## config.mk

```make
export PLATFORM = sky130hd
export DESIGN_NAME = uart_tx
export DESIGN_NICKNAME = d
export VERILOG_FILES = /design/src/rtl/uart_tx_pkg.sv /design/src/rtl/uart_tx_bit_timer.sv /design/src/rtl/uart_tx.sv
export SDC_FILE = /design/constraint.sdc
export NUM_CORES = 1
export LEC_CHECK = 0
export ABC_AREA = 1
export CAP_MARGIN = 20
export CORE_UTILIZATION = 50
export DETAILED_ROUTE_END_ITERATION = 8
export PLACE_DENSITY = 0.75
export SETUP_SLACK_MARGIN = 0.3
export SYNTH_ARGS = -nofsm -noshare
export SYNTH_HDL_FRONTEND = slang
export SYNTH_HIERARCHICAL = 1
export SYNTH_SLANG_ARGS = --single-unit
```

## constraint.sdc

```tcl
create_clock -name CLK -period 2.13 [get_ports CLK]
set_input_delay 0.426 -clock CLK [delete_from_list [all_inputs] [get_ports CLK]]
set_output_delay 0.426 -clock CLK [all_outputs]
set_load 0.03 [all_outputs]
```

## src/rtl/uart_tx_pkg.sv

```systemverilog
// uart_tx_pkg
//   Shared definitions for the UART transmitter: FSM state encoding,
//   parity-type constants, line levels and the minimum prescale value.
//   Imported by uart_tx and uart_tx_bit_timer.
package uart_tx_pkg;

    // Frame FSM states; explicit encodings keep the legacy state values.
    typedef enum logic [2:0] {
        IDLE   = 3'd0,
        START  = 3'd1,
        DATA   = 3'd2,
        PARITY = 3'd3,
        STOP   = 3'd4
    } tx_state_t;

    // PAR_TYP encodings
    localparam logic PAR_EVEN = 1'b0;
    localparam logic PAR_ODD  = 1'b1;

    // Serial line levels
    localparam logic IDLE_LEVEL  = 1'b1;
    localparam logic START_LEVEL = 1'b0;

    // Smallest supported clocks-per-bit; requests of 0 or 1 are raised to this.
    localparam int PRESCALE_MIN = 2;

endpackage

```

## src/rtl/uart_tx_bit_timer.sv

```systemverilog
// uart_tx_bit_timer
//   Bit timing for the UART transmitter. A cycle counter runs
//   0..prescale-1 for every bit on the line and a bit index counts the data
//   bits 0..DATA_WIDTH-1 while the FSM is in DATA.
//
// Ports:
//   clk           in   system clock, rising edge
//   rst_n         in   asynchronous active-low reset
//   prescale      in   latched clocks-per-bit (already clamped to >= 2)
//   restart       in   frame load: zero both counters
//   active        in   FSM is not IDLE: cycle counter runs
//   in_data       in   FSM is in DATA: bit index advances on bit_done
//   bit_done      out  current bit has been held for prescale cycles
//   last_data_bit out  bit index is at DATA_WIDTH-1
module uart_tx_bit_timer
    import uart_tx_pkg::*;
#(
    parameter int DATA_WIDTH = 8,
    parameter int PRESCALE_W = 6
) (
    input  logic                  clk,
    input  logic                  rst_n,
    input  logic [PRESCALE_W-1:0] prescale,
    input  logic                  restart,
    input  logic                  active,
    input  logic                  in_data,
    output logic                  bit_done,
    output logic                  last_data_bit
);

    localparam int IDX_W = (DATA_WIDTH > 1) ? $clog2(DATA_WIDTH) : 1;

    logic [PRESCALE_W-1:0] cnt_q;
    logic [IDX_W-1:0]      idx_q;

    assign bit_done      = active && (cnt_q == (prescale - PRESCALE_W'(1)));
    assign last_data_bit = (idx_q == IDX_W'(DATA_WIDTH - 1));

    always_ff @(posedge clk or negedge rst_n) begin
        if (!rst_n) begin
            cnt_q <= '0;
            idx_q <= '0;
        end else if (restart) begin
            cnt_q <= '0;
            idx_q <= '0;
        end else begin
            if (active) begin
                cnt_q <= bit_done ? '0 : cnt_q + PRESCALE_W'(1);
            end
            if (in_data && bit_done) begin
                idx_q <= last_data_bit ? '0 : idx_q + IDX_W'(1);
            end
        end
    end

endmodule

```

## src/rtl/uart_tx.sv

```systemverilog
// uart_tx
//   UART transmitter. Accepts a byte on DATA_VALID && DATA_READY, latches
//   it with the frame configuration and sends start, data (LSB first),
//   optional parity and stop bits, each held for Prescale clock cycles.
//   All outputs are registered.
//
// Ports:
//   CLK        in   system clock, rising edge
//   RST        in   asynchronous active-low reset
//   P_DATA     in   byte to transmit, sampled on accept
//   DATA_VALID in   transmit request, accepted when DATA_READY=1
//   PAR_EN     in   1 = append parity bit, sampled on accept
//   PAR_TYP    in   0 = even, 1 = odd, sampled on accept
//   Prescale   in   clocks per bit (0 and 1 act as 2), sampled on accept
//   TX_OUT     out  serial line, idles high
//   busy       out  high while a frame is on the line
//   DATA_READY out  a new byte can be accepted
//
// Build option:
//   UART_TX_HOLD_BUF_EN  adds a one-entry holding buffer so the next byte can
//                        be accepted mid-frame and sent back-to-back.
module uart_tx
    import uart_tx_pkg::*;
#(
    parameter int DATA_WIDTH = 8,
    parameter int PRESCALE_W = 6
) (
    input  logic                  CLK,
    input  logic                  RST,
    input  logic [DATA_WIDTH-1:0] P_DATA,
    input  logic                  DATA_VALID,
    input  logic                  PAR_EN,
    input  logic                  PAR_TYP,
    input  logic [PRESCALE_W-1:0] Prescale,
    output logic                  TX_OUT,
    output logic                  busy,
    output logic                  DATA_READY
);

    tx_state_t             state_q, state_d;
    logic [DATA_WIDTH-1:0] shift_q, shift_d;
    logic                  par_bit_q, par_bit_d;
    logic                  par_en_q, par_en_d;
    logic [PRESCALE_W-1:0] prescale_q, prescale_d;
    logic                  busy_d, ready_d, tx_d;

    logic                  accept, load, stop_done;
    logic                  bit_done, last_data_bit;
    logic [DATA_WIDTH-1:0] src_data;
    logic                  src_par_en, src_par_typ;
    logic [PRESCALE_W-1:0] src_prescale;

    function automatic logic [PRESCALE_W-1:0] clamp_prescale(input logic [PRESCALE_W-1:0] p);
        return (p < PRESCALE_W'(PRESCALE_MIN)) ? PRESCALE_W'(PRESCALE_MIN) : p;
    endfunction

    assign accept    = DATA_VALID && DATA_READY;
    assign stop_done = (state_q == STOP) && bit_done;

    uart_tx_bit_timer #(
        .DATA_WIDTH (DATA_WIDTH),
        .PRESCALE_W (PRESCALE_W)
    ) u_bit_timer (
        .clk           (CLK),
        .rst_n         (RST),
        .prescale      (prescale_q),
        .restart       (load),
        .active        (state_q != IDLE),
        .in_data       (state_q == DATA),
        .bit_done      (bit_done),
        .last_data_bit (last_data_bit)
    );

`ifdef UART_TX_HOLD_BUF_EN
    logic                  hb_valid_q, hb_valid_d;
    logic [DATA_WIDTH-1:0] hb_data_q;
    logic                  hb_par_en_q, hb_par_typ_q;
    logic [PRESCALE_W-1:0] hb_prescale_q;
    logic                  load_from_hb, load_from_in, hb_wr;

    // A byte goes straight to the working registers when the line is idle,
    // or when STOP ends with an empty buffer (otherwise it would be parked
    // in the buffer with nothing left to drain it). Everything else is
    // parked; a simultaneous drain takes the old entry, so the buffer stays
    // full.
    always_comb begin
        load_from_hb = stop_done && hb_valid_q;
        load_from_in = accept && ((state_q == IDLE) || (stop_done && !hb_valid_q));
        hb_wr        = accept && !load_from_in;
        hb_valid_d   = hb_wr || (hb_valid_q && !load_from_hb);
        load         = load_from_hb || load_from_in;
        if (load_from_hb) begin
            src_data     = hb_data_q;
            src_par_en   = hb_par_en_q;
            src_par_typ  = hb_par_typ_q;
            src_prescale = hb_prescale_q;
        end else begin
            src_data     = P_DATA;
            src_par_en   = PAR_EN;
            src_par_typ  = PAR_TYP;
            src_prescale = clamp_prescale(Prescale);
        end
        ready_d = !hb_valid_d;
    end

    always_ff @(posedge CLK or negedge RST) begin
        if (!RST) begin
            hb_valid_q    <= 1'b0;
            hb_data_q     <= '0;
            hb_par_en_q   <= 1'b0;
            hb_par_typ_q  <= 1'b0;
            hb_prescale_q <= '0;
        end else begin
            hb_valid_q <= hb_valid_d;
            if (hb_wr) begin
                hb_data_q     <= P_DATA;
                hb_par_en_q   <= PAR_EN;
                hb_par_typ_q  <= PAR_TYP;
                hb_prescale_q <= clamp_prescale(Prescale);
            end
        end
    end
`else
    always_comb begin
        load         = accept && (state_q == IDLE);
        src_data     = P_DATA;
        src_par_en   = PAR_EN;
        src_par_typ  = PAR_TYP;
        src_prescale = clamp_prescale(Prescale);
        ready_d      = !busy_d;
    end
`endif

    always_comb begin
        state_d = state_q;
        case (state_q)
            IDLE:    if (load) state_d = START;
            START:   if (bit_done) state_d = DATA;
            DATA:    if (bit_done && last_data_bit) state_d = par_en_q ? PARITY : STOP;
            PARITY:  if (bit_done) state_d = STOP;
            STOP:    if (bit_done) state_d = load ? START : IDLE;
            default: state_d = IDLE;
        endcase

        if (load) begin
            shift_d    = src_data;
            par_bit_d  = (^src_data) ^ (src_par_typ == PAR_ODD);
            par_en_d   = src_par_en;
            prescale_d = src_prescale;
        end else begin
            shift_d    = (state_q == DATA && bit_done) ? (shift_q >> 1) : shift_q;
            par_bit_d  = par_bit_q;
            par_en_d   = par_en_q;
            prescale_d = prescale_q;
        end

        busy_d = load || (busy && !stop_done);

        // TX_OUT is registered, so it is decoded from the next state.
        case (state_d)
            START:   tx_d = START_LEVEL;
            DATA:    tx_d = shift_d[0];
            PARITY:  tx_d = par_bit_d;
            default: tx_d = IDLE_LEVEL;
        endcase
    end

    always_ff @(posedge CLK or negedge RST) begin
        if (!RST) begin
            state_q    <= IDLE;
            shift_q    <= '0;
            par_bit_q  <= 1'b0;
            par_en_q   <= 1'b0;
            prescale_q <= '0;
            TX_OUT     <= IDLE_LEVEL;
            busy       <= 1'b0;
            DATA_READY <= 1'b0;
        end else begin
            state_q    <= state_d;
            shift_q    <= shift_d;
            par_bit_q  <= par_bit_d;
            par_en_q   <= par_en_d;
            prescale_q <= prescale_d;
            TX_OUT     <= tx_d;
            busy       <= busy_d;
            DATA_READY <= ready_d;
        end
    end

endmodule

```

==> impl_metrics.tcl <==
set metrics [dict create \
    grt-busiest-layer "met2" \
    fp.dieW_um 63.4 \
    outcome "complete, no violations" \
    ys.warnings.count 6 \
    slew_headroom 0.676 \
    drc 0 \
    cts-buffers-inserted 5 \
    wire_per_inst_um 11.1 \
    num-nets-final 319 \
    path_max_fanout 10 \
    power_density_nw_per_um2 469 \
    synthesis.area_um2 1880 \
    cts_buffer_depth 2 \
    cts_root_buf "clkbuf_8" \
    slowest_stage "dfrtp_1" \
    cts_tree "built" \
    place.detailed.hpwl_um 2740 \
    cp.arrival_ps 2130 \
    core_um2 3470 \
    grt_pass1_vias 1529 \
    cts.sinks 31 \
    ant_nets 0 \
    min_period_ps 1920 \
    routed_wl_um 3810 \
    critPathMostFrequentCell "nand2_1" \
    cp-start-kind "register" \
    crit_buf_inv 3 \
    vias 1697 \
    drive_gt1_frac 0.202 \
    max_freq_mhz 522 \
    syn2layout_area_growth_pct 27.2 \
    r2r-end "TX_OUT" \
    cp_top_family "simple AND/OR/NAND/NOR gates" \
    ff2ff_setup_slack_ps 210 \
    ir_drop_mv 0.318 \
    die_area_um2 4020 \
    start_util 0.543 \
    met1_usage 0.283 \
    hold_viol 0 \
    end_kind "register" \
    finalCritPeriodShare 0.899 \
    setup_tns_ps 0 \
    num_antenna_cells 0 \
    grt_max_degree 32 \
    cts.reportedPaths.clkPinSlew_ps 70 \
    fin_worst_skew_ps 7.58 \
    first_iter_violations 120 \
    yosysUniqueCellTypes 31 \
    worstReg2RegStart "prescale_q[0]" \
    row_count 21 \
    ys_seq_elements 31 \
    final_cell_mix "86 x nand2_1, 32 x inv_1, 30 x dfrtp_1" \
    via_per_inst 4.95 \
    min_delay_path_depth 2 \
    port_buffers 21 \
    setup_violations 0 \
    r2r_cells 16 \
    gp_congestion 0.835 \
    clk-insertion-delay-late_ps 290 \
    antenna_found_initial 0 \
    placedInstanceArea_um2 2180 \
    io-pin-count 22 \
    grt.overflow.total 0 \
    timing.critical_path.cells "inv_2, ha_4, nand2_2, nor2_2, nand2_1, nand2_1, nand2_1, nor2_2, nand2_2, clkinv_4, buf_4, nand2_8, o211ai_2, nand3_1, nand2_1, nand2_1" \
    first_pass_iters 4 \
    crit_start "prescale_q[0]" \
    worstMarginPinSlew_ps 485 \
    rsz0062_at_grt "yes" \
    final_max_slew_viol_count 0 \
    holdBufCountCts 0 \
    syn_inst 259 \
    layout_commonest_cell "nand2_1" \
    post_synth.cell_area_avg_um2 7.28 \
    htree_levels 2 \
    slowest_delay_ps 390 \
    postLayoutCellArea_um2 2400 \
    grt_pass1_wl_um 6550 \
    cp_num_cells 16 \
    yosysSeqAreaShare 0.412 \
    track_usage 0.213 \
    leakagePower_nw 1.20 \
    hold_class "reg -> reg" \
    grtUsageMet3 0.0652 \
    fin_hold_ws_ps 516 \
    die_h_um 63.4 \
    crit_required_ps 2340 \
    cap_violations 0 \
    path_class "reg -> reg" \
    synth_nets 282 \
    worstSetupEndpoint "TX_OUT" \
    grt_util_met2 0.319 \
]
==> what timing repair did <==
action                                  in CTS  in global routing
endpoints found under the setup margin       4                 10
pin swaps                                    3                 15
resized for setup                            3                 19
buffers inserted                             5                  3
==> layout make-up <==
type,instances,area (um^2)
clock buffers,5,68.8
clock inverters,3,20.0
fillers,293,1070
inverters,45,178
multi-input cells,181,1000
flip-flops and latches,31,777
well taps,46,57.6
repair buffers,32,292
==> power breakdown <==
| group | internal (mW) | total, mW | switching (mW) |
|---|---|---|---|
| clock | 0.227 | 0.452 | 0.225 |
| sequential | 0.589 | 0.589 | 0 |
| combinational | 0.0419 | 0.0825 | 0.0406 |
==> how the worst min path moves through the flow <==
stage / startpoint / to
floorplan: RST / DATA_READY
global placement: u_bit_timer/cnt_q[5] / u_bit_timer/cnt_q[5]
detailed placement: busy / busy
CTS: busy / busy
global route: busy / busy
finish: busy / busy
==> stage by stage <==
| step | total power, mW | std cells | utilization | worst slack (ps) |
|---|---|---|---|---|
| floorplan | 0.627 | 259 | - | 312 |
| global placement | 0.683 | 327 | 0.629 | 193 |
| detailed placement | 0.684 | 327 | 0.629 | 175 |
| CTS | 1.13 | 340 | 0.666 | 237 |
| global route | 1.18 | 343 | 0.691 | 45.7 |
| finish | 1.12 | 343 | 0.691 | 214 |
==> tightest hold or removal path: cells and delay by family (launching register included) <==
family | cells | cell delay [ps]
flip-flops | 1 | 340
AND/OR/NAND/NOR | 2 | 130
==> synthesized netlist by cell type, drive strengths merged <==
cell     count  area [um^2]
a21boi       1         7.51
a2bb2oi      1         8.76
buf          2         18.8
clkinv       1         5.00
dfrtp       30          751
dfstp        1         26.3
ha           4         50.1
inv         44          165
nand2       94          375
nand3       25          130
nand4        2         12.5
nor2        24          116
nor3         5         25.0
o211ai       2         20.0
o21a         1         7.51
o21ai        8         40.0
o21bai       1         7.51
o221ai       6         58.8
or2          1         6.26
xnor2        2         17.5
xor2         4         35.0
==> layer usage <==
| layer | vias to the layer above | wire [um] |
|---|---|---|
| met4 | 0 | 70 |
| met1 | 771 | 1890 |
| met5 | - | 0 |
| met2 | 34 | 1690 |
| li1 | 883 | - |
| met3 | 9 | 148 |
==> logic make-up after synthesis <==
| group | synth area share |
|---|---|
| and+or+nand+nor | 0.353 |
| buffers and inverters | 0.100 |
| DFF | 0.412 |
| AOI/OAI and AO/OA | 0.0797 |
| xor gates and xnor gates | 0.0279 |
| adders and majority gates | 0.0266 |
==> registers in the layout (all words and copies together), names as in the netlist <==
register and flops:
busy 1, u_bit_timer/idx_q 3, shift_q 8, par_bit_q 1
DATA_READY 1, TX_OUT 1, par_en_q 1, state_q 3
u_bit_timer/cnt_q 6, prescale_q 6
No activity file was read; power rests on OpenSTA's default activity.
